### config.mk
export PLATFORM = sky130hd
export DESIGN_NAME = display_scan_ctrl
export DESIGN_NICKNAME = d
export VERILOG_FILES = /design/src/rtl/display_pkg.sv /design/src/rtl/scan_prescaler.sv /design/src/rtl/display_scan_ctrl.sv
export SDC_FILE = /design/constraint.sdc
export NUM_CORES = 1
export LEC_CHECK = 0
export ABC_AREA = 1
export BUFFER_PORTS_ARGS = -buffer_cell sky130_fd_sc_hd__buf_4
export CORE_MARGIN = 2
export CORE_UTILIZATION = 60
export CTS_CLUSTER_DIAMETER = 80
export DETAILED_ROUTE_END_ITERATION = 8
export HOLD_SLACK_MARGIN = 0.06
export PLACE_DENSITY = 0.76
export SETUP_SLACK_MARGIN = 0.1
export SYNTH_ARGS = -nofsm -noshare
export SYNTH_HDL_FRONTEND = slang
export SYNTH_SLANG_ARGS = --single-unit
### constraint.sdc
create_clock -name clk -period 2.1 [get_ports clk]
set_input_delay 0.525 -clock clk [delete_from_list [all_inputs] [get_ports clk]]
set_output_delay 0.525 -clock clk [all_outputs]
set_load 0.02 [all_outputs]
### src/rtl/display_pkg.sv
// Shared types and constants for the multiplexed 7-segment display scanner
// and the decoder it feeds.
package display_pkg;

  typedef enum logic [0:0] {
    S_BLANK = 1'b0,
    S_ON    = 1'b1
  } scan_state_t;

  typedef logic [3:0] nibble_t;

  localparam int MAX_DIGITS = 8;
  localparam logic [MAX_DIGITS-1:0] ANODE_OFF = 8'hFF;

  // A digit index is never narrower than one bit, even for tiny banks.
  function automatic int idx_width(input int n);
    return (n > 2) ? $clog2(n) : 1;
  endfunction

endpackage

### src/rtl/scan_prescaler.sv
// Slot timer for the display scanner: counts 0..PRESCALE-1 and flags the
// last blank cycle and the last cycle of each digit slot.
module scan_prescaler #(
  parameter int PRESCALE     = 50000,
  parameter int BLANK_CYCLES = 500
) (
  input  logic clk,
  input  logic rst_n,
  output logic blank_end,
  output logic slot_end
);

  localparam int CNT_W = $clog2(PRESCALE);

  logic [CNT_W-1:0] cnt_r;

  assign blank_end = (cnt_r == CNT_W'(BLANK_CYCLES - 1));
  assign slot_end  = (cnt_r == CNT_W'(PRESCALE - 1));

  // Free-running slot counter, restarting at every slot boundary
  always_ff @(posedge clk or negedge rst_n) begin
    if (!rst_n) begin
      cnt_r <= {CNT_W{1'b0}};
    end else if (slot_end) begin
      cnt_r <= {CNT_W{1'b0}};
    end else begin
      cnt_r <= cnt_r + CNT_W'(1);
    end
  end

endmodule

### src/rtl/display_scan_ctrl.sv
// Time-multiplexed scan controller for a common-anode 7-segment bank sharing
// one decoder. Optional build macro: LEADING_ZERO_BLANK_EN.
module display_scan_ctrl
  import display_pkg::*;
#(
  parameter int NUM_DIGITS   = 4,
  parameter int PRESCALE     = 50000,
  parameter int BLANK_CYCLES = 500
) (
  input  logic                    clk,
  input  logic                    rst_n,
  input  logic                    load,
  input  logic [4*NUM_DIGITS-1:0] value,
  input  logic [NUM_DIGITS-1:0]   digit_en,
  output logic [3:0]              bcd_out,
  output logic [NUM_DIGITS-1:0]   an,
  output logic                    frame_done,
  output logic                    pending
);

  localparam int IDX_W = idx_width(NUM_DIGITS);
  localparam logic [IDX_W-1:0] LAST_IDX = IDX_W'(NUM_DIGITS - 1);
  localparam logic [NUM_DIGITS-1:0] AN_OFF = ANODE_OFF[NUM_DIGITS-1:0];

  scan_state_t               state_r, state_next_s;
  logic [IDX_W-1:0]          idx_r, idx_next_s;
  logic [4*NUM_DIGITS-1:0]   act_val_r, act_val_next_s, shd_val_r;
  logic [NUM_DIGITS-1:0]     act_en_r, act_en_next_s, shd_en_r;
  logic                      pending_r, pending_next_s;
  logic [NUM_DIGITS-1:0]     an_r, an_next_s, show_s;
  nibble_t                   bcd_r, bcd_next_s;
  logic                      frame_done_r;
  logic                      blank_end_s, slot_end_s, advance_s, wrap_s;

  function automatic nibble_t pick_nibble(input logic [4*NUM_DIGITS-1:0] val,
                                          input logic [IDX_W-1:0] i);
    nibble_t n;
    n = 4'h0;
    for (int d = 0; d < NUM_DIGITS; d++) begin
      if (i == IDX_W'(d)) begin
        n = val[4*d +: 4];
      end else begin
        n = n;
      end
    end
    return n;
  endfunction

  function automatic logic [NUM_DIGITS-1:0] anode_low(input logic [IDX_W-1:0] i);
    logic [NUM_DIGITS-1:0] a;
    a = AN_OFF;
    for (int d = 0; d < NUM_DIGITS; d++) begin
      if (i == IDX_W'(d)) begin
        a[d] = 1'b0;
      end else begin
        a[d] = 1'b1;
      end
    end
    return a;
  endfunction

`ifdef LEADING_ZERO_BLANK_EN
  // Bit d is set when digits d..NUM_DIGITS-1 are all zero; digit 0 always shows.
  function automatic logic [NUM_DIGITS-1:0] lead_zero_mask(input logic [4*NUM_DIGITS-1:0] val);
    logic [NUM_DIGITS-1:0] m;
    logic                  upper_zero;
    m          = {NUM_DIGITS{1'b0}};
    upper_zero = 1'b1;
    for (int d = NUM_DIGITS - 1; d >= 1; d--) begin
      upper_zero = upper_zero & (val[4*d +: 4] == 4'h0);
      m[d]       = upper_zero;
    end
    return m;
  endfunction

  assign show_s = act_en_next_s & ~lead_zero_mask(act_val_next_s);
`else
  assign show_s = act_en_next_s;
`endif

  scan_prescaler #(
    .PRESCALE     (PRESCALE),
    .BLANK_CYCLES (BLANK_CYCLES)
  ) u_prescaler (
    .clk       (clk),
    .rst_n     (rst_n),
    .blank_end (blank_end_s),
    .slot_end  (slot_end_s)
  );

  assign advance_s = (state_r == S_ON) && slot_end_s;
  assign wrap_s    = advance_s && (idx_r == LAST_IDX);

  // Scan FSM next state
  always_comb begin
    state_next_s = state_r;
    case (state_r)
      S_BLANK: begin
        if (blank_end_s) state_next_s = S_ON;
        else             state_next_s = S_BLANK;
      end
      S_ON: begin
        if (slot_end_s) state_next_s = S_BLANK;
        else            state_next_s = S_ON;
      end
      default: state_next_s = S_BLANK;
    endcase
  end

  // Digit index: advances at each slot end, wraps after the last digit
  always_comb begin
    idx_next_s = idx_r;
    if (wrap_s) begin
      idx_next_s = {IDX_W{1'b0}};
    end else if (advance_s) begin
      idx_next_s = idx_r + IDX_W'(1);
    end else begin
      idx_next_s = idx_r;
    end
  end

  // Active value only changes at the frame wrap; a load in that very cycle bypasses the shadow
  always_comb begin
    act_val_next_s = act_val_r;
    act_en_next_s  = act_en_r;
    pending_next_s = pending_r;
    if (wrap_s) begin
      pending_next_s = 1'b0;
      if (load) begin
        act_val_next_s = value;
        act_en_next_s  = digit_en;
      end else if (pending_r) begin
        act_val_next_s = shd_val_r;
        act_en_next_s  = shd_en_r;
      end else begin
        act_val_next_s = act_val_r;
        act_en_next_s  = act_en_r;
      end
    end else if (load) begin
      pending_next_s = 1'b1;
    end else begin
      pending_next_s = pending_r;
    end
  end

  // Output next values: anodes follow the upcoming state, nibble changes as blanking starts
  always_comb begin
    an_next_s  = AN_OFF;
    bcd_next_s = bcd_r;
    if ((state_next_s == S_ON) && show_s[idx_next_s]) begin
      an_next_s = anode_low(idx_next_s);
    end else begin
      an_next_s = AN_OFF;
    end
    if (advance_s) begin
      bcd_next_s = pick_nibble(act_val_next_s, idx_next_s);
    end else begin
      bcd_next_s = bcd_r;
    end
  end

  // Scan state, index and display registers
  always_ff @(posedge clk or negedge rst_n) begin
    if (!rst_n) begin
      state_r      <= S_BLANK;
      idx_r        <= {IDX_W{1'b0}};
      act_val_r    <= {(4*NUM_DIGITS){1'b0}};
      act_en_r     <= {NUM_DIGITS{1'b1}};
      pending_r    <= 1'b0;
      an_r         <= AN_OFF;
      bcd_r        <= 4'h0;
      frame_done_r <= 1'b0;
    end else begin
      state_r      <= state_next_s;
      idx_r        <= idx_next_s;
      act_val_r    <= act_val_next_s;
      act_en_r     <= act_en_next_s;
      pending_r    <= pending_next_s;
      an_r         <= an_next_s;
      bcd_r        <= bcd_next_s;
      frame_done_r <= wrap_s;
    end
  end

  // Shadow capture; the last load before the frame boundary wins
  always_ff @(posedge clk or negedge rst_n) begin
    if (!rst_n) begin
      shd_val_r <= {(4*NUM_DIGITS){1'b0}};
      shd_en_r  <= {NUM_DIGITS{1'b1}};
    end else if (load) begin
      shd_val_r <= value;
      shd_en_r  <= digit_en;
    end else begin
      shd_val_r <= shd_val_r;
      shd_en_r  <= shd_en_r;
    end
  end

  assign an         = an_r;
  assign bcd_out    = bcd_r;
  assign frame_done = frame_done_r;
  assign pending    = pending_r;

endmodule

# Word level (Yosys, flattened, before mapping)
# Index checks and enable logic that the tools add are counted.
# W data, S select, Z words.
totals:
  out_inout_bits: 10
  input_bits: 23
  wordCells: 51
  register_bits: 69
op_classes:
  bitwise: 1
  reduce_logical: 5
  n_eq_ne: 6
  mux: 25
  n_addsub: 2
  magnitude_cmp: 1
ops:
  columns: ["op", "n"]
  rows:
  - ["$mux W16", 4]
  - ["$mux W4", 8]
  - ["$add A16 B1 Y16 const B", 1]
  - ["$eq A16 B16 Y1 const B", 1]
  - ["$eq A16 B9 Y1 const B", 1]
  - ["$mux W1", 9]
  - ["$eq A2 B2 Y1 const B", 3]
  - ["$mux W2", 2]
  - ["$logic_and A1 B1 Y1", 3]
  - ["$lt A2 B3 Y1 const B", 1]
  - ["$add A2 B1 Y2 const B", 1]
  - ["$bmux W1 S2", 1]
  - ["$eq A2 B1 Y1 const B", 1]
  - ["$logic_not A2 Y1", 1]
  - ["$pmux W1 S2", 1]
  - ["$reduce_bool A2 Y1", 1]
  - ["$not A1 Y1", 1]

# Longest topological paths before layout
logic_depth:
  depth_word: 9
  mapped_depth: 14

# By module
# From an unflattened synthesis, not the netlist that was laid out.
hier_totals:
  hier_cells: 422
  hier_area_um2: 3370.7
modules_own_cells:
  columns: ["module", "cells_each", "area_each_um2", "instances"]
  rows:
  - ["display_scan_ctrl", 281, 2404.8, 1]
  - ["scan_prescaler", 141, 965.9, 1]

# Worst setup path after synthesis
# OpenSTA, ideal clock, no wires.
synth_timing:
  path_kind: "register to register"
  from: "register u_prescaler.cnt_r[0]"
  to: "register bcd_r[0] (netlist: bcd_out[0])"
  path_buffers: 1
  stages_incl_launch_ff: 12
  t_required_ps: 1980
  period_less_slack_ps: 1717
  path_slack_ps: 383
  t_arrival_ps: 1597
  path_cell_list: "dfrtp_1 ha_1 nand3_4 nor2_4 nand3_2 buf_6 nor2_4 a21oi_2 nand2_2 nand2_1 o21ai_1 nand2_1"
synth_between:
  elab_chain_len: 9
  elab_cells_between_ends: 14
  cone_classes: "eq/ne (4); mux (7); reduce/logical (3)"
synth_rtl:
  columns: ["element", "line", "source"]
  rows:
  - ["start, declared", "scan_prescaler.sv:15", "logic [CNT_W-1:0] cnt_r;"]
  - ["start signal, assigned", "scan_prescaler.sv:23", "cnt_r <= {CNT_W{1'b0}};"]
  - ["start signal, assigned", "scan_prescaler.sv:25", "cnt_r <= {CNT_W{1'b0}};"]
  - ["start signal, assigned", "scan_prescaler.sv:27", "cnt_r <= cnt_r + CNT_W'(1);"]
  - ["$eq A16 B16 Y1 (*)", "scan_prescaler.sv:18", "assign slot_end = (cnt_r == CNT_W'(PRESCALE - 1));"]
  - ["$logic_and A1 B1 Y1 (*)", "display_scan_ctrl.sv:91", "assign advance_s = (state_r == S_ON) && slot_end_s;"]
  - ["$mux W2 / $logic_and A1 B1 Y1 (equally long branches)", "display_scan_ctrl.sv:115, display_scan_ctrl.sv:92", null]
  - ["$mux W2 (*)", "display_scan_ctrl.sv:113", "if (wrap_s) begin"]
  - ["named net idx_next_s[0]", "display_scan_ctrl.sv:26", "logic [IDX_W-1:0] idx_r, idx_next_s;"]
  - ["$logic_not A2 Y1", "display_scan_ctrl.sv:40", "if (i == IDX_W'(d)) begin"]
  - ["$mux W4 (3 in a row)", "display_scan_ctrl.sv:40", null]
  - ["$mux W4 (*)", "display_scan_ctrl.sv:40", null]
  - ["end signal, assigned", "display_scan_ctrl.sv:180", "bcd_r <= bcd_next_s;"]
  - ["end, declared", "display_scan_ctrl.sv:31", "nibble_t bcd_r, bcd_next_s;"]
# The timed path passes the listed nets; every way through them passes the cells marked *.
# A chain may end at the register's enable or synchronous reset.

# Final worst setup path
layout_timing:
  from: "register u_prescaler.cnt_r[4]"
  to: "register bcd_r[0] (netlist: bcd_out[0])"
layout_between:
  elab_cells_between_ends: 14
  cone_classes: "eq/ne (4); mux (7); reduce/logical (3)"
layout_rtl:
  columns: ["element", "line", "source"]
  rows:
  - ["$eq A16 B16 Y1", "scan_prescaler.sv:18", null]
  - ["$logic_and A1 B1 Y1", "display_scan_ctrl.sv:91", null]
  - ["$logic_and A1 B1 Y1", "display_scan_ctrl.sv:92", "assign wrap_s = advance_s && (idx_r == LAST_IDX);"]
  - ["$mux W16", "display_scan_ctrl.sv:127", "if (wrap_s) begin"]
  - ["named net act_val_next_s[4]", "display_scan_ctrl.sv:27", "logic [4*NUM_DIGITS-1:0] act_val_r, act_val_next_s, shd_val_r;"]
  - ["$mux W4 (3 in a row)", "display_scan_ctrl.sv:40", null]
# The timed path passes the listed nets, and every way through them passes these cells.

==> flow_metrics.tcl <==
set metrics [dict create \
    synth_top_flop_cell "dfrtp_1" \
    via_per_inst 5.27 \
    cts-root-buf "clkbuf_8" \
    finClkSkew_ns 0.0106 \
    fin_crit_sh_pct 90.5 \
    synth-seq-cells 69 \
    layoutNonFillerInstCount 618 \
    synthTopCellsByCount "220 x nand2_1, 57 x dfrtp_1, 42 x inv_1, 32 x nor2_1, 21 x nand3_1" \
    numCtsBuffers 9 \
    synthCells 500 \
    antenna_found_initial 0 \
    fp-row-count 28 \
    drive_above_1_share_pct 22.1 \
    area_delta_synth_final_pct 16.6 \
    irDropWorstVdd_mv 0.377 \
    grt_pass1_vias 3101 \
    cts_htree_levels 3 \
    hold_viol_final 0 \
    crit_path_start_kind "flip-flop" \
    async_flop_share_pct 100 \
    drt-initial-drc-count 157 \
    synth_edf_count 0 \
    ys_seq_area_share_pct 46.6 \
    vias 3257 \
    clock_path_buffers 2 \
    die_w_um 82.9 \
    rsz0062_at_grt "true" \
    syn-num-nets 525 \
    nNetsFinal 563 \
    wire_per_inst_um 13.4 \
    cp_max_fo 15 \
    maxCapViolCount 0 \
    final-max-slew-violation-count 0 \
    arrival_ns 2.13 \
    fin_tns_setup_ns 0 \
    firstDrtPassIters 4 \
    floorplan.initialDensity_pct 62.8 \
    dieArea_um2 6880 \
    yosysTopAreaCell "dfrtp_1" \
    overflow 0 \
    synth_top_area_share_pct 38.2 \
    synth_cell_types 33 \
    antennaDiodeCount 0 \
    finalSetupViolCount 0 \
    die_h_um 82.9 \
    clkTransAtPathRegs_ns 0.08 \
    outcome "complete, no violations" \
    gp_congestion 0.855 \
    coreArea_um2 5960 \
    clock-sinks 69 \
    crit_required_ns 2.33 \
    io_buffer_count 32 \
    slew_headroom_pct 66.5 \
    grt_max_degree 49 \
    yosys-top-cells-area "dfrtp_1 38%, nand2_1 22%, dfstp_2 8.4%, inv_1 4.2%, nor2_1 3.2%" \
    cp-end-kind "flip-flop" \
    synth_area_per_cell_um2 7.47 \
    worst-setup-path-type "flip-flop to flip-flop" \
    synth_area_um2 3740 \
    ys_warn_count 0 \
    reg2reg_slack_ns 0.20 \
    power.density_nw_per_um2 606 \
    dp_hpwl_um 5860 \
    drc_errors 0 \
    tightestPinTransition_ns 0.502 \
    yosysMostFrequentCell "nand2_1" \
    routed_wl_um 8270 \
    power_leakage_nw 2.27 \
    post-place-cells 599 \
    ios 33 \
    cts_tree "built" \
    min_path_type "primary input to async pin" \
    grt_usage_pct 25.1 \
    ant_nets 0 \
    worstSkewPairLatency_ns 0.35 \
    fmax_mhz 526 \
    timing.final.crit_period_ns 1.90 \
    grt_pass1_wl_um 14100 \
]
==> where the power goes <==
group          leakage [nW]  switching [mW]  internal [mW]  total [mW]
registers             0.767          0.0170           1.37        1.39
clock network        0.0964           0.504          0.578        1.08
logic                  1.40           0.102         0.0741       0.176
==> cell type report <==
cell class	count	area, um2
multi-input cells	365	1770
flip-flops and latches	69	1740
fillers	475	1600
repair buffers	44	372
inverters	49	190
clock buffers	12	145
well taps	75	93.8
clock inverters	4	47.5
==> registers in the layout, summed over array words and instances, names as in the netlist <==
signal and cells:
u_prescaler.cnt_r 16, pending 1, idx_r 2, act_val_r 16, an 4, shd_val_r 16, state_r 1, frame_done 1
act_en_r 4, shd_en_r 4, bcd_out 4
==> cell families after synthesis <==
family	after synthesis	synth area share (%)
and+or+nand+nor	322	38.7
buffers and inverters	67	7.90
AOI/OAI and AO/OA	38	5.62
adders and majority gates	2	0.669
DFF	69	46.6
xor gates and xnor gates	2	0.469
==> metal layers <==
layer | routed length (um) | track usage [%] | part of all wire, %
met5 | 0 | 0 | 0
met4 | 147 | 9.69 | 1.8
met3 | 289 | 3.78 | 3.5
met2 | 4030 | 40.7 | 49
met1 | 3800 | 34.3 | 46
==> through the flow <==
step,total power [mW],setup WS [ns],area [um2],hold slack (ns),utilization [%]
floorplan,1.50,0.383,3740,0.229,-
global placement,1.58,0.186,4070,0.450,68.4
detailed placement,1.59,0.112,4070,0.459,68.4
CTS,2.66,0.123,4270,0.113,71.7
global route,2.75,0.0523,4360,0.132,73.2
finish,2.64,0.200,4360,0.0969,73.2
==> worst max-delay path, cell delays in order (launching register included) <==
cell,delay [ns]
dfrtp_1,0.42
nor2_2,0.21
nand2_1,0.12
nor2_4,0.14
nand4_4,0.18
buf_12,0.22
nand2_1,0.05
o21ai_0,0.10
nand2_1,0.08
nand2_1,0.05
o21ai_1,0.13
nand2_1,0.06
==> placed cells by master, fill, tap and decap left out, drive strengths merged <==
master,synthesis,final
clkbuf,8,12
dfrtp,57,57
nand3,24,24
a21boi,4,4
clkinvlp,0,2
nor2,45,46
a21oi,6,6
buf,10,44
nand4,14,14
nor4,1,1
o31ai,1,1
nor3,5,5
dfstp,12,12
bufinv,0,1
nand2,233,233
xor2,2,2
ha,2,2
inv,48,47
o21ai,27,27
clkinv,1,3
==> path summary, 6_finish.rpt <==
| check | to | start | cells past startpoint |
|---|---|---|---|
| setup / recovery | bcd_out[0]$_DFFE_PN0P_ | u_prescaler.cnt_r[4]$_DFF_PN0_ | 11 |
| hold / removal | u_prescaler.cnt_r[9]$_DFF_PN0_ | rst_n | 1 |
| setup reg to reg | bcd_out[0]$_DFFE_PN0P_ | u_prescaler.cnt_r[4]$_DFF_PN0_ | 11 |
| hold reg to reg | shd_en_r[0]$_DFFE_PN1P_ | shd_en_r[0]$_DFFE_PN1P_ | 2 |
| max in group asynchronous | act_en_r[0]$_DFF_PN1_ | rst_n | 2 |
| min in group clk | shd_val_r[9]$_DFFE_PN0P_ | value[9] | 3 |
==> timing repair <==
action / in CTS / in global routing
setup buffers: 0 / 2
cloned: 0 / 1
endpoints found under the setup margin: 5 / 9
endpoints found under the hold margin: 0 / 0
pin swaps: 0 / 5
gates resized for setup: 1 / 16
hold buffers: 0 / 0
(Power assumes the default switching activity.)
